`src/rtl/reg_share_arbiter.sv`:
```
`timescale 1ns/1ps
`default_nettype none
// ============================================================================
//  Module   : reg_share_arbiter
//  Purpose  : Round-robin owner arbitration and load sequencing for one shared
//             WIDTH-bit register bank; optional Q bit-toggle counter built only
//             when TOGGLE_CNT_EN is defined.
//  Revision : 1.0 - initial release
// ============================================================================
module reg_share_arbiter #(
    parameter int N_REQ    = 4,
    parameter int WIDTH    = 4,
    parameter int HOLD_MAX = 8
) (
    input  logic                       CLK,
    input  logic                       CLR_BAR,
    input  logic [N_REQ-1:0]           REQ,
    input  logic [N_REQ*WIDTH-1:0]     DATA_IN,
    output logic [N_REQ-1:0]           GNT,
    output logic [N_REQ-1:0]           ACK,
    output logic [$clog2(N_REQ)-1:0]   OWNER,
    output logic                       BUSY,
    output logic [WIDTH-1:0]           Q,
    output logic [15:0]                TOGGLE_CNT
);

    localparam int OWNER_W = $clog2(N_REQ);
    localparam int CAND_W  = OWNER_W + 1;
    localparam int CNT_W   = $clog2(HOLD_MAX + 1);
    localparam logic [CNT_W-1:0] C_HOLD_LAST = CNT_W'(HOLD_MAX - 1);

    typedef enum logic [1:0] {
        S_IDLE  = 2'd0,
        S_GRANT = 2'd1,
        S_HOLD  = 2'd2
    } state_t;

    state_t               state_q, state_d;
    logic [N_REQ-1:0]     gnt_q, gnt_d;
    logic [N_REQ-1:0]     ack_q, ack_d;
    logic [OWNER_W-1:0]   owner_q, owner_d;
    logic [OWNER_W-1:0]   ptr_q, ptr_d;
    logic                 busy_q, busy_d;
    logic [WIDTH-1:0]     q_q, q_d;
    logic [CNT_W-1:0]     hold_cnt_q, hold_cnt_d;

    logic                 win_found;
    logic [OWNER_W-1:0]   win_idx;
    logic [CAND_W-1:0]    cand;
    logic                 owner_req;
    logic [WIDTH-1:0]     owner_data;
    logic [OWNER_W-1:0]   ptr_after_owner;
    logic                 load_en;

    function automatic logic [OWNER_W-1:0] wrap_inc(input logic [OWNER_W-1:0] a);
        logic [CAND_W-1:0] s;
        s = {1'b0, a} + 1'b1;
        if (s >= CAND_W'(N_REQ))
            s = '0;
        return s[OWNER_W-1:0];
    endfunction

    // Search upward from the pointer, wrapping modulo N_REQ.
    always_comb begin
        win_found = 1'b0;
        win_idx   = '0;
        cand      = '0;
        for (int j = 0; j < N_REQ; j++) begin
            cand = {1'b0, ptr_q} + CAND_W'(j);
            if (cand >= CAND_W'(N_REQ))
                cand = cand - CAND_W'(N_REQ);
            if (!win_found && REQ[cand[OWNER_W-1:0]]) begin
                win_found = 1'b1;
                win_idx   = cand[OWNER_W-1:0];
            end
        end
    end

    always_comb begin
        owner_req  = 1'b0;
        owner_data = '0;
        for (int i = 0; i < N_REQ; i++) begin
            if (owner_q == OWNER_W'(i)) begin
                owner_req  = REQ[i];
                owner_data = DATA_IN[i*WIDTH +: WIDTH];
            end
        end
    end

    assign ptr_after_owner = wrap_inc(owner_q);
    assign load_en         = (state_q == S_GRANT) && owner_req;

    always_comb begin
        state_d    = state_q;
        gnt_d      = gnt_q;
        ack_d      = '0;
        owner_d    = owner_q;
        ptr_d      = ptr_q;
        busy_d     = busy_q;
        q_d        = q_q;
        hold_cnt_d = hold_cnt_q;
        case (state_q)
            S_IDLE: begin
                if (win_found) begin
                    state_d = S_GRANT;
                    gnt_d   = N_REQ'(1) << win_idx;
                    owner_d = win_idx;
                    busy_d  = 1'b1;
                end
            end
            S_GRANT: begin
                if (owner_req) begin
                    state_d    = S_HOLD;
                    q_d        = owner_data;
                    ack_d      = gnt_q;
                    hold_cnt_d = '0;
                end else begin
                    state_d = S_IDLE;
                    gnt_d   = '0;
                    busy_d  = 1'b0;
                    ptr_d   = ptr_after_owner;
                end
            end
            S_HOLD: begin
                if (!owner_req || (hold_cnt_q == C_HOLD_LAST)) begin
                    state_d = S_IDLE;
                    gnt_d   = '0;
                    busy_d  = 1'b0;
                    ptr_d   = ptr_after_owner;
                end else begin
                    hold_cnt_d = hold_cnt_q + 1'b1;
                end
            end
            default: begin
                state_d = S_IDLE;
                gnt_d   = '0;
                busy_d  = 1'b0;
            end
        endcase
    end

`ifdef TOGGLE_CNT_EN
    logic [15:0]      tcnt_q, tcnt_d;
    logic [16:0]      tsum;
    logic [WIDTH-1:0] tdiff;

    // One extra bit catches overflow so the count can saturate.
    always_comb begin
        tdiff = q_q ^ owner_data;
        tsum  = {1'b0, tcnt_q};
        for (int b = 0; b < WIDTH; b++)
            tsum = tsum + 17'(tdiff[b]);
        tcnt_d = tcnt_q;
        if (load_en)
            tcnt_d = tsum[16] ? 16'hFFFF : tsum[15:0];
    end

    assign TOGGLE_CNT = tcnt_q;
`else
    assign TOGGLE_CNT = 16'h0000;
`endif

    always_ff @(posedge CLK or negedge CLR_BAR) begin
        if (!CLR_BAR) begin
            state_q    <= S_IDLE;
            gnt_q      <= '0;
            ack_q      <= '0;
            owner_q    <= '0;
            ptr_q      <= '0;
            busy_q     <= 1'b0;
            q_q        <= '0;
            hold_cnt_q <= '0;
`ifdef TOGGLE_CNT_EN
            tcnt_q     <= '0;
`endif
        end else begin
            state_q    <= state_d;
            gnt_q      <= gnt_d;
            ack_q      <= ack_d;
            owner_q    <= owner_d;
            ptr_q      <= ptr_d;
            busy_q     <= busy_d;
            q_q        <= q_d;
            hold_cnt_q <= hold_cnt_d;
`ifdef TOGGLE_CNT_EN
            tcnt_q     <= tcnt_d;
`endif
        end
    end

    assign GNT   = gnt_q;
    assign ACK   = ack_q;
    assign OWNER = owner_q;
    assign BUSY  = busy_q;
    assign Q     = q_q;

endmodule
`default_nettype wire
```
`config.mk`:
```
export PLATFORM = sky130hd
export DESIGN_NAME = reg_share_arbiter
export DESIGN_NICKNAME = d
export VERILOG_FILES = /design/src/rtl/reg_share_arbiter.sv
export SDC_FILE = /design/constraint.sdc
export NUM_CORES = 1
export LEC_CHECK = 0
export BUFFER_PORTS_ARGS = -buffer_cell sky130_fd_sc_hd__buf_2
export CORE_AREA = 2 2 79 81
export CTS_CLUSTER_DIAMETER = 40
export DETAILED_ROUTE_END_ITERATION = 7
export DIE_AREA = 0 0 81 83
export HOLD_SLACK_MARGIN = 0.06
export PLACE_DENSITY = 0.51
export SLEW_MARGIN = 20
export SYNTH_ARGS = -nofsm -noshare
export SYNTH_HDL_FRONTEND = slang
export SYNTH_SLANG_ARGS = --single-unit
```
`constraint.sdc`:
```
create_clock -name CLK -period 3.7 [get_ports CLK]
set_input_delay 0.185 -clock CLK [delete_from_list [all_inputs] [get_ports CLK]]
set_output_delay 0.185 -clock CLK [all_outputs]
set_load 0.02 [all_outputs]
```
# After elaboration in Yosys (flattened, before gate mapping)
# Cells that the tools add are included.
# W data, S select, Z words.
word_totals:
  ff_bits: 23
  in_bits: 22
  out_inout_bits: 31
  wordCells: 103
classes:
  addsub: 9
  order_cmp: 9
  n_eq_ne: 11
  shifts: 1
  mux: 48
  n_reduce_logical: 17
ops:
  columns: ["op", "n"]
  rows:
  - ["$mux W4", 10]
  - ["$mux W2", 14]
  - ["$mux W1", 15]
  - ["$ge A3 B3 Y1 const B", 4]
  - ["$lt A2 B3 Y1 const B", 4]
  - ["$pmux W4 S3", 1]
  - ["$ne A2 B2 Y1 const B", 5]
  - ["$reduce_and A3 Y1", 3]
  - ["$bmux W1 S2", 4]
  - ["$pmux W4 S2", 1]
  - ["$sub A2 B1 Y2 const B", 4]
  - ["$add A2 B1 Y3 const B", 2]
  - ["$add A2 B2 Y3 const B", 2]
  - ["$eq A2 B2 Y1 const B", 3]
  - ["$pmux W2 S3", 1]
  - ["$reduce_and A2 Y1", 3]
  - ["$add A4 B1 Y4 const B", 1]
  - ["$eq A2 B1 Y1 const B", 2]
  - ["$eq A4 B3 Y1 const B", 1]
  - ["$logic_not A1 Y1", 4]
  - ["$logic_not A2 Y1", 2]
  - ["$pmux W2 S2", 1]
  - ["$shl A1 B2 Y4 const A", 1]
  - ["$ge A2 B3 Y1 const B", 1]
  - ["4 further kinds", 6]

# Depth between registers and ports, before layout
# Gate-level depths: netlist of run 1.
depth:
  word_depth: 17
  mapped_depth: 7
  ltp_nobuf: 6

# Worst setup path after synthesis of run 1
# Ideal clock, no wire load.
synth_path:
  kind: "register -> register"
  startpoint: "register owner_q[1], in the netlist OWNER[1]"
  endpoint: "register hold_cnt_q[0]"
  arrival_time_ns: 1.898
  path_slack_ns: 1.677
  stages_incl_launch_ff: 8
  path_buffers: 1
  synth_period_minus_slack_ns: 2.023
  path_cell_list: "dfrtp_1 inv_1 ha_1 buf_6 nand3b_4 o2111a_1 o32ai_4 mux2_4"
synth_via:
  elab_chain_len: 9
synth_lines:
  columns: ["item", "line", "source"]
  rows:
  - ["from (decl)", "41", "logic [OWNER_W-1:0] owner_q, owner_d;"]
  - ["from (signal assigned)", "180", "owner_q <= owner_d;"]
  - ["$logic_not A2 Y1", "83", "if (owner_q == OWNER_W'(i)) begin"]
  - ["$mux W1 (3 in a row)", "83", null]
  - ["$mux W1 *", "83", null]
  - ["$logic_not A1 Y1", "125", "if (!owner_req || (hold_cnt_q == C_HOLD_LAST)) begin"]
  - ["$logic_or A1 B1 Y1", "125", null]
  - ["$ne A2 B2 Y1 (no source line)", null, null]
  - ["$reduce_and A3 Y1 (no source line) *", null, null]
  - ["to (signal assigned)", "184", "hold_cnt_q <= hold_cnt_d;"]
  - ["to (decl)", "45", "logic [CNT_W-1:0] hold_cnt_q, hold_cnt_d;"]
# Mark *: on every way between the ends. The rest lies on a longest branch, timed or not.
# A chain may end at the register's enable or synchronous reset.

# Final worst setup path of run 1
layout_path:
  startpoint: "register owner_q[0], in the netlist OWNER[0]"
  endpoint: "register ptr_q[0]"
layout_via:
  elab_chain_len: 9
layout_lines:
  columns: ["item", "line", "source"]
  rows:
  - ["parallel branches: the longest is 9 deep, another holds $add A2 B1 Y3", null, null]
  - ["to (signal assigned)", "181", "ptr_q <= ptr_d;"]
  - ["to (decl)", "42", "logic [OWNER_W-1:0] ptr_q, ptr_d;"]
# Parallel ways; which one is timed is not known. The select of a mux whose other input is x is not followed.

==> reports/results.ini, run 1 <==
[setup_path]
crit_fanout = 13
endpoint_kind = register
required_ns = 3.86
startpoint_type = register
startpoint = OWNER[0]
max_stage_delay_ns = 0.54
path_cells = inv_1 -> ha_1 -> a211o_1 -> o211ai_2 -> o21ai_1 -> mux2_2
r2r_cells = 6
critPathArrivalTime_ns = 2.56
r2r-end = ptr_q[0]
worstSetupEndpoint = ptr_q[0]
r2r_slack_ns = 1.31
cp_slowest_cell = o211ai_2
crit_type = register to register
rr_startpoint = OWNER[0]

[floorplanning]
chipWidth_um = 81
start_util = 0.290
die_area_sq_um = 6720
rows = 28
chipHeight_um = 83
coreArea_sq_um = 5820
io_pins = 53

[sta]
report.final.hold_viol_count = 0
tns_ns = 0
period_needed_ns = 2.39
setup_violations = 0
worstMarginPinSlew_ns = 0.649
finalCritPeriodShare = 0.646
report.final.slew_viol_count = 0
rsz0062_at_grt = no
holdWs_ns = 0.245
fmax_mhz = 418
relSlewSlack = 0.566
fin_skew_ns = 0.00279

[detailed_routing]
ant_nets = 0
via_per_inst = 4.73
dr.pass1.iters = 4
wl_per_cell_um = 13.7
wirelength_mm = 3.76
num_vias = 1301
drc = 0
drt_iter0_drc = 56

[grt]
grt_pass1_vias = 1310
antenna_found_initial = 0
grt_first_pass_wirelength_mm = 6.41
grt_max_degree = 24
overflow = 0
grtUsageTotal = 0.121

[final_layout]
drive_gt1_frac = 0.320
diodes = 0
nets = 231
area_growth_pct = 13.6

[yosys]
async_reset_ff_frac = 1.00
syn-cell-area_sq_um = 1690
synthDominantCellAreaShare = 0.341
synth_most_common_cell = dfrtp_1
syn_inst = 165
syn_area_per_cell_sq_um = 10.2
synth-seq-area-share = 0.341
ys.flop_type = dfrtp_1
synth_edf_count = 0
yosysWarnings = 0
yosysTopAreaCell = dfrtp_1
synth_area_leaders = dfrtp_1, buf_4, ha_1
netlist-cell-type-count = 52
ys_seq_elements = 23
synth_common_cells = dfrtp_1, buf_4, inv_1

[run]
maxCapViolCount = 0

[pwr]
seqPwrFrac = 0.258
internal_power_mw = 0.859
leakagePower_nw = 0.920
power.share.switching = 0.458
clkPwrFrac = 0.105
vdd_drop_max_mv = 0.282
p_per_area_nw_per_um2 = 827
p_sw_mw = 0.726
power_mw = 1.59
p_comb_frac = 0.637

[placement]
port_buffers = 36
place_congestion = 0.708
dpl.hpwl_mm = 2.85

[clock_tree]
cts_made_buffers = 3
clkLatencyLatePin_ns = 0.27
cts_tree = done
clock-sinks = 23
htree_num_levels = 1
cts_setup_buffers = 0
clockBufferDepth = 2
cts-root-buf = clkbuf_8
clk_pin_slew_ns = 0.09

[outcome]
status = completed

[hold_path]
hold_path_class = input port to register

worst max-delay path: cells and delay by family, from the launching register on:
kind | cells | cell delay, ns
flops | 1 | 0.43
fa+ha+maj | 1 | 0.35
buf+inv | 1 | 0.09
mux | 1 | 0.30
compound gates | 3 | 1.11
worst min-delay path by stage:
stage,end,slack [ns],startpoint,cells after the start
CTS,Q[2],0.24,DATA_IN[14],4
global placement,Q[0],0.21,CLR_BAR,1
floorplan,ACK[0],-0.11,CLR_BAR,0
global route,Q[2],0.26,DATA_IN[14],4
detailed placement,Q[0],0.21,CLR_BAR,1
finish,Q[2],0.24,DATA_IN[14],4
stage by stage:
step | cell area, sq um | util | cells | setup WS [ns]
6_report | 1920 | 0.330 | 275 | 1.31
5_1_grt | 1920 | 0.330 | 275 | 1.14
3_5_place_dp | 1860 | 0.319 | 270 | 1.30
4_1_cts | 1920 | 0.330 | 275 | 1.29
2_1_floorplan | 1740 | - | 180 | 1.68
3_3_place_gp | 1860 | 0.319 | 270 | 1.38
layer usage:
metal	part of all wire	track usage	up-vias
li1	-	-	639
met3	0.072	0.0370	5
met1	0.50	0.175	621
met5	0	0	-
met4	0.013	0.0324	0
met2	0.42	0.174	36
flip-flops by register name, summed over array words and instances (netlist names):
signal and count:
Q 4, ptr_q 2, BUSY 1, state_q 2
hold_cnt_q 4, ACK 4, OWNER 2, GNT 4
area by class of cell:
type / count / area (sq um)
Fill cell: 648 / 3900
Multi-Input combinational cell: 125 / 967
Sequential cell: 23 / 576
Timing Repair Buffer: 37 / 190
Tap cell: 75 / 93.8
Clock buffer: 3 / 41.3
Inverter: 11 / 41.3
Clock inverter: 1 / 7.51
timing repair:
item,CTS,global route
gates resized for setup,0,0
hold endpoints to repair,23,0
hold buffers,1,0
cell families (layout without fill, tap and decap cells):
| logic type | count (synthesis) | in the layout | synth area share |
|---|---|---|---|
| AOI/OAI and AO/OA | 44 | 44 | 0.215 |
| adders and majority gates | 8 | 8 | 0.0593 |
| buffers and inverters | 32 | 52 | 0.119 |
| DFF | 23 | 23 | 0.341 |
| muxes | 11 | 11 | 0.0852 |
| other | 1 | 16 | 0.00222 |
| and+or+nand+nor | 46 | 46 | 0.178 |
cells in the final DEF, fill, tap and decap left out, drive strengths merged, types with 2 or more instances in the layout:
cell | netlist | final
and3 | 2 | 2
buf | 21 | 36
nor2 | 6 | 6
o21ai | 9 | 9
nand2 | 11 | 11
o211ai | 2 | 2
a32o | 2 | 2
dfrtp | 23 | 23
a221oi | 4 | 4
o21a | 3 | 3
ha | 8 | 8
conb | 1 | 16
nand3b | 4 | 4
and2b | 4 | 4
mux2i | 2 | 2
mux2 | 9 | 9
inv | 11 | 11
a21oi | 6 | 6
nor2b | 6 | 6
o31ai | 4 | 4
nor3 | 2 | 2
nand3 | 3 | 3
clkbuf | 0 | 3
o22a | 2 | 2
o32ai | 3 | 3
power groups by stage:
stage          combinational, mW  sequential (mW)  clock [mW]
2_1_floorplan              0.771            0.479           0
3_3_place_gp                1.01            0.414           0
3_5_place_dp                1.02            0.415           0
4_1_cts                     1.02            0.411       0.178
5_1_grt                     1.12            0.426       0.186
6_report                    1.01            0.409       0.167
Note: power is estimated with default switching activity, not from simulation.
==> run 2: changes to the inputs <==
- clock period: 3.7 -> 2.4 ns (I/O delays scaled with it)
==> run 2 against run 1 <==
  * Total power increased by 57%
  * Sequential power increased by 55%
  * Design area increased by 1.2%
  * First-iteration DRC count decreased by 20%
  * Register-to-register slack got worse by 1.0 ns
  * Critical endpoint unchanged
  * Sequential share of layout area decreased by 0.35 points
  * Combinational power increased by 57%
  * Via count decreased by 0.92%
  * Critical path type unchanged
==> reports/results.ini, run 2 (synthesized netlist as in run 1, its figures left out) <==
[detailed_routing]
wl_met3_um = 249
ant_nets = 0
drc = 0
wl_per_cell_um = 13.5
highest_layer = met4
wirelength_mm = 3.75
dr.pass1.iters = 4
wl_met1_mm = 1.89
num_vias = 1289
met2_length_mm = 1.59
drt_iter0_drc = 45
via_per_inst = 4.64

[clock_tree]
clock-sinks = 23
cts_made_buffers = 3
clockBufferDepth = 2
cts_hold_buf = 1
cts_tree = done
clk_pin_slew_ns = 0.10
cts-root-buf = clkbuf_8
clkLatencyLatePin_ns = 0.28
ctsResizeCount = 0
htree_num_levels = 1
cts_setup_buffers = 0

[sta]
fin_skew_ns = 0.00896
worstMarginPinSlew_ns = 0.556
finalCritPeriodShare = 0.883
period_needed_ns = 2.12
fmax_mhz = 472
rsz0062_at_grt = no
relSlewSlack = 0.629
report.final.hold_viol_count = 0
tns_ns = 0
report.final.slew_viol_count = 0
setup_violations = 0

[setup_path]
r2r_slack_ns = 0.28
cp_slowest_cell = dfrtp_1
path_cells = inv_1 -> ha_1 -> and3b_2 -> o211ai_2 -> buf_4 -> o21ai_1 -> mux2_2
critPathArrivalTime_ns = 2.28
max_stage_delay_ns = 0.45
rr_startpoint = OWNER[0]
path_depth = 7
crit_buf_inv = 2
endpoint_kind = register
worstSetupEndpoint = ptr_q[0]
r2r-end = ptr_q[0]
r2r_cells = 7
crit_type = register to register
startpoint = OWNER[0]
crit_fanout = 11
startpoint_type = register
required_ns = 2.56
cp_top_family = flip-flops

[outcome]
status = completed

[final_layout]
nets = 234
multi_input_area_sq_um = 967
register_area_sq_um = 576
area_growth_pct = 14.9
fill_cells = 642
layout_commonest_cell = buf_2
post-route-util = 0.333
layout_common_cells = buf_2, dfrtp_1, conb_1
fin_area_sq_um = 1940
drive_gt1_frac = 0.330
diodes = 0

[floorplanning]
chipWidth_um = 81
start_util = 0.290
coreArea_sq_um = 5820
io_pins = 53
chipHeight_um = 83
die_area_sq_um = 6720
rows = 28

[placement]
port_buffers = 36
place_area_sq_um = 1880
dpl.hpwl_mm = 2.80
place_congestion = 0.745

[grt]
grt_pass1_vias = 1219
overflow = 0
grtUsageTotal = 0.114
grt_first_pass_wirelength_mm = 6.03
antenna_found_initial = 0
grt_max_degree = 24

[hold_path]
hold_path_class = input port to register
min_delay_path_depth = 4

[run]
maxCapViolCount = 0

[pwr]
p_per_area_nw_per_um2 = 1280
vdd_drop_max_mv = 0.488
leakagePower_nw = 0.935

-- run 2: cell types whose count changed in the layout (fill, tap and decap cells not counted) --
cell	before	now
buf_4	0	3
-- run 2: worst min-delay path: stages --
cell and delay, ns:
buf_2 0.07, nand2_1 0.04, o31ai_1 0.05, mux2_4 0.13
-- run 2: power breakdown --
part / internal (mW) / leakage [nW] / total, mW / switching, mW
Combinational: 0.714 / 0.613 / 1.59 / 0.872
Clock: 0.118 / 0.0217 / 0.264 / 0.146
Sequential: 0.525 / 0.300 / 0.633 / 0.108
-- run 2: cell type report --
cell class	instances	area share
clock buffers	3	0.0213
clock inverters	1	0.00387
inverters	11	0.0213
multi-input cells	125	0.499
flip-flops and latches	23	0.297
well taps	75	0.0484
repair buffers	40	0.110
-- run 2: how the worst min path moves through the flow --
| stage | end | start |
|---|---|---|
| 3_3_place_gp | Q[0] | CLR_BAR |
| 5_1_grt | Q[0] | DATA_IN[12] |
| 4_1_cts | Q[0] | DATA_IN[12] |
| 3_5_place_dp | Q[0] | CLR_BAR |
| 2_1_floorplan | ACK[0] | CLR_BAR |
| 6_report | Q[0] | DATA_IN[12] |
-- run 2: metal layers --
layer,GRT usage,vias to the layer above
met1,0.171,602
li1,-,643
met5,0,-
met4,0.0185,0
met3,0.0337,2
met2,0.165,42
-- run 2: metrics by stage --
| step | power (mW) | instances | hold slack (ns) | setup WS (ns) |
|---|---|---|---|---|
| floorplan | 1.93 | 180 | -0.176 | 0.377 |
| global placement | 2.24 | 273 | 0.139 | 0.369 |
| detailed placement | 2.24 | 273 | 0.149 | 0.298 |
| CTS | 2.51 | 278 | 0.172 | 0.261 |
| global route | 2.70 | 278 | 0.187 | 0.128 |
| finish | 2.48 | 278 | 0.179 | 0.281 |
==> run 3: changes to the inputs <==
- CORE_AREA: 2 2 79 81 -> 3 3 80 82
- DIE_AREA: 0 0 81 83 -> 0 0 83 85
==> run 3 against run 2 <==
  * Total power increased by 1.4%
  * Clock-buffer cell count unchanged
  * Fmax decreased by 4.3%
  * Global-route usage decreased by 0.25 points
  * Final cell count increased by 0.72%
  * Hold slack improved by 0.014 ns
  * Sequential power about the same
  * Flip-flop and latch count unchanged
  * Design area increased by 0.65%
  * Largest cell class unchanged
  * Largest power group unchanged
==> reports/results.ini, run 3 (synthesized netlist as in run 1, its figures left out) <==
[final_layout]
nets = 236
layout_commonest_cell = buf_2
diodes = 0
drive_gt1_frac = 0.337
post-route-util = 0.336
fill_cells = 611
layout_common_cells = buf_2, dfrtp_1, conb_1
area_growth_pct = 15.6

[setup_path]
required_ns = 2.56
crit_fanout = 11
cp_slowest_cell = dfrtp_1
crit_type = register to register
crit_buf_inv = 2
endpoint_kind = register
cp_top_family = compound AO/OA/AOI/OAI gates
max_stage_delay_ns = 0.42
critPathArrivalTime_ns = 2.37
startpoint_type = register
path_cells = inv_1 -> ha_1 -> a211o_1 -> o211ai_2 -> buf_4 -> nor2_8 -> mux2_4

[clock_tree]
cts_made_buffers = 3
cts_setup_buffers = 0
cts-root-buf = clkbuf_8
cts_tree = done
clock-sinks = 23
clk_pin_slew_ns = 0.09
ctsResizeCount = 0
clkLatencyLatePin_ns = 0.27
clockBufferDepth = 2
htree_num_levels = 1

[sta]
setup_violations = 0
tns_ns = 0
report.final.hold_viol_count = 0
fin_skew_ns = 0.00773
relSlewSlack = 0.647
finalCritPeriodShare = 0.923
period_needed_ns = 2.22
rsz0062_at_grt = no
worstMarginPinSlew_ns = 0.530
report.final.slew_viol_count = 0
fmax_mhz = 451

[floorplanning]
io_pins = 53
start_util = 0.290
coreArea_sq_um = 5820
chipWidth_um = 83
die_area_sq_um = 7060
chipHeight_um = 85
rows = 28

[grt]
grt_first_pass_wirelength_mm = 6.31
grt_max_degree = 24
grt_pass1_vias = 1307
overflow = 0
grtUsageTotal = 0.112
antenna_found_initial = 0

[detailed_routing]
dr.pass1.iters = 4
wirelength_mm = 3.80
num_vias = 1315
drc = 0
wl_per_cell_um = 13.6
ant_nets = 0
via_per_inst = 4.70
drt_iter0_drc = 63

[outcome]
status = completed

[run]
maxCapViolCount = 0

[pwr]
vdd_drop_max_mv = 0.496
leakagePower_nw = 0.949
p_per_area_nw_per_um2 = 1290
power_mw = 2.52

[placement]
port_buffers = 36
dpl.hpwl_mm = 2.92
place_congestion = 0.789

[hold_path]
hold_path_class = input port to register

-- run 3: cell types whose count changed in the layout (fill, tap and decap cells not counted) --
cell,delta
buf_4,+2
clkinv_2,+1
clkinvlp_4,-1
-- run 3: final cells by class --
cell class	count	area, sq um	share of cell area
multi-input cells	125	967	0.496
repair buffers	42	228	0.117
flip-flops and latches	23	576	0.295
clock buffers	3	41.3	0.0212
clock inverters	1	5.00	0.00256
well taps	75	93.8	0.0481
inverters	11	41.3	0.0212
-- run 3: per-layer routing --
| layer | vias to the layer above | part of all wire | track usage |
|---|---|---|---|
| met5 | - | 0 | 0 |
| met4 | 0 | 0.015 | 0.0401 |
| met3 | 5 | 0.061 | 0.0301 |
| met2 | 40 | 0.43 | 0.168 |
| met1 | 619 | 0.49 | 0.155 |
| li1 | 651 | - | - |
-- run 3: metrics by stage --
step	instances	cell area [sq um]	setup WS, ns	hold WS (ns)
after floorplan	180	1740	0.377	-0.176
after global placement	275	1900	0.279	0.140
after detailed placement	275	1900	0.209	0.144
after CTS	280	1950	0.184	0.187
after global routing	280	1950	0.0246	0.187
final	280	1950	0.185	0.193
-- run 3: worst reg2reg max path, delay by kind of cell (launching register included) --
family          cells  cell delay [ns]
compound gates      2             0.77
flops               1             0.42
buf+inv             2             0.31
mux                 1             0.30
fa+ha+maj           1             0.25
simple gates        1             0.05
-- run 3: repair_timing --
action | in CTS | in global routing
setup endpoints to repair | 0 | 0
hold buffers | 1 | 0
endpoints found under the hold margin | 23 | 0
-- run 3: worst paths after layout --
| path | depth (start not counted) | endpoint | slack, ns | startpoint |
|---|---|---|---|---|
| max in group asynchronous | 2 | hold_cnt_q[3] | 1.69 | CLR_BAR |
| hold reg to reg | 1 | BUSY | 0.50 | BUSY |
| setup reg to reg | 7 | Q[1] | 0.18 | OWNER[1] |
| hold / removal | 4 | Q[2] | 0.19 | DATA_IN[14] |
| min in group asynchronous | 2 | OWNER[0] | 0.35 | CLR_BAR |
| setup / recovery | 7 | Q[1] | 0.18 | OWNER[1] |
-- run 3: power breakdown --
group / internal, mW / switching, mW
Sequential: 0.526 / 0.105
Clock: 0.116 / 0.133
Combinational: 0.734 / 0.903
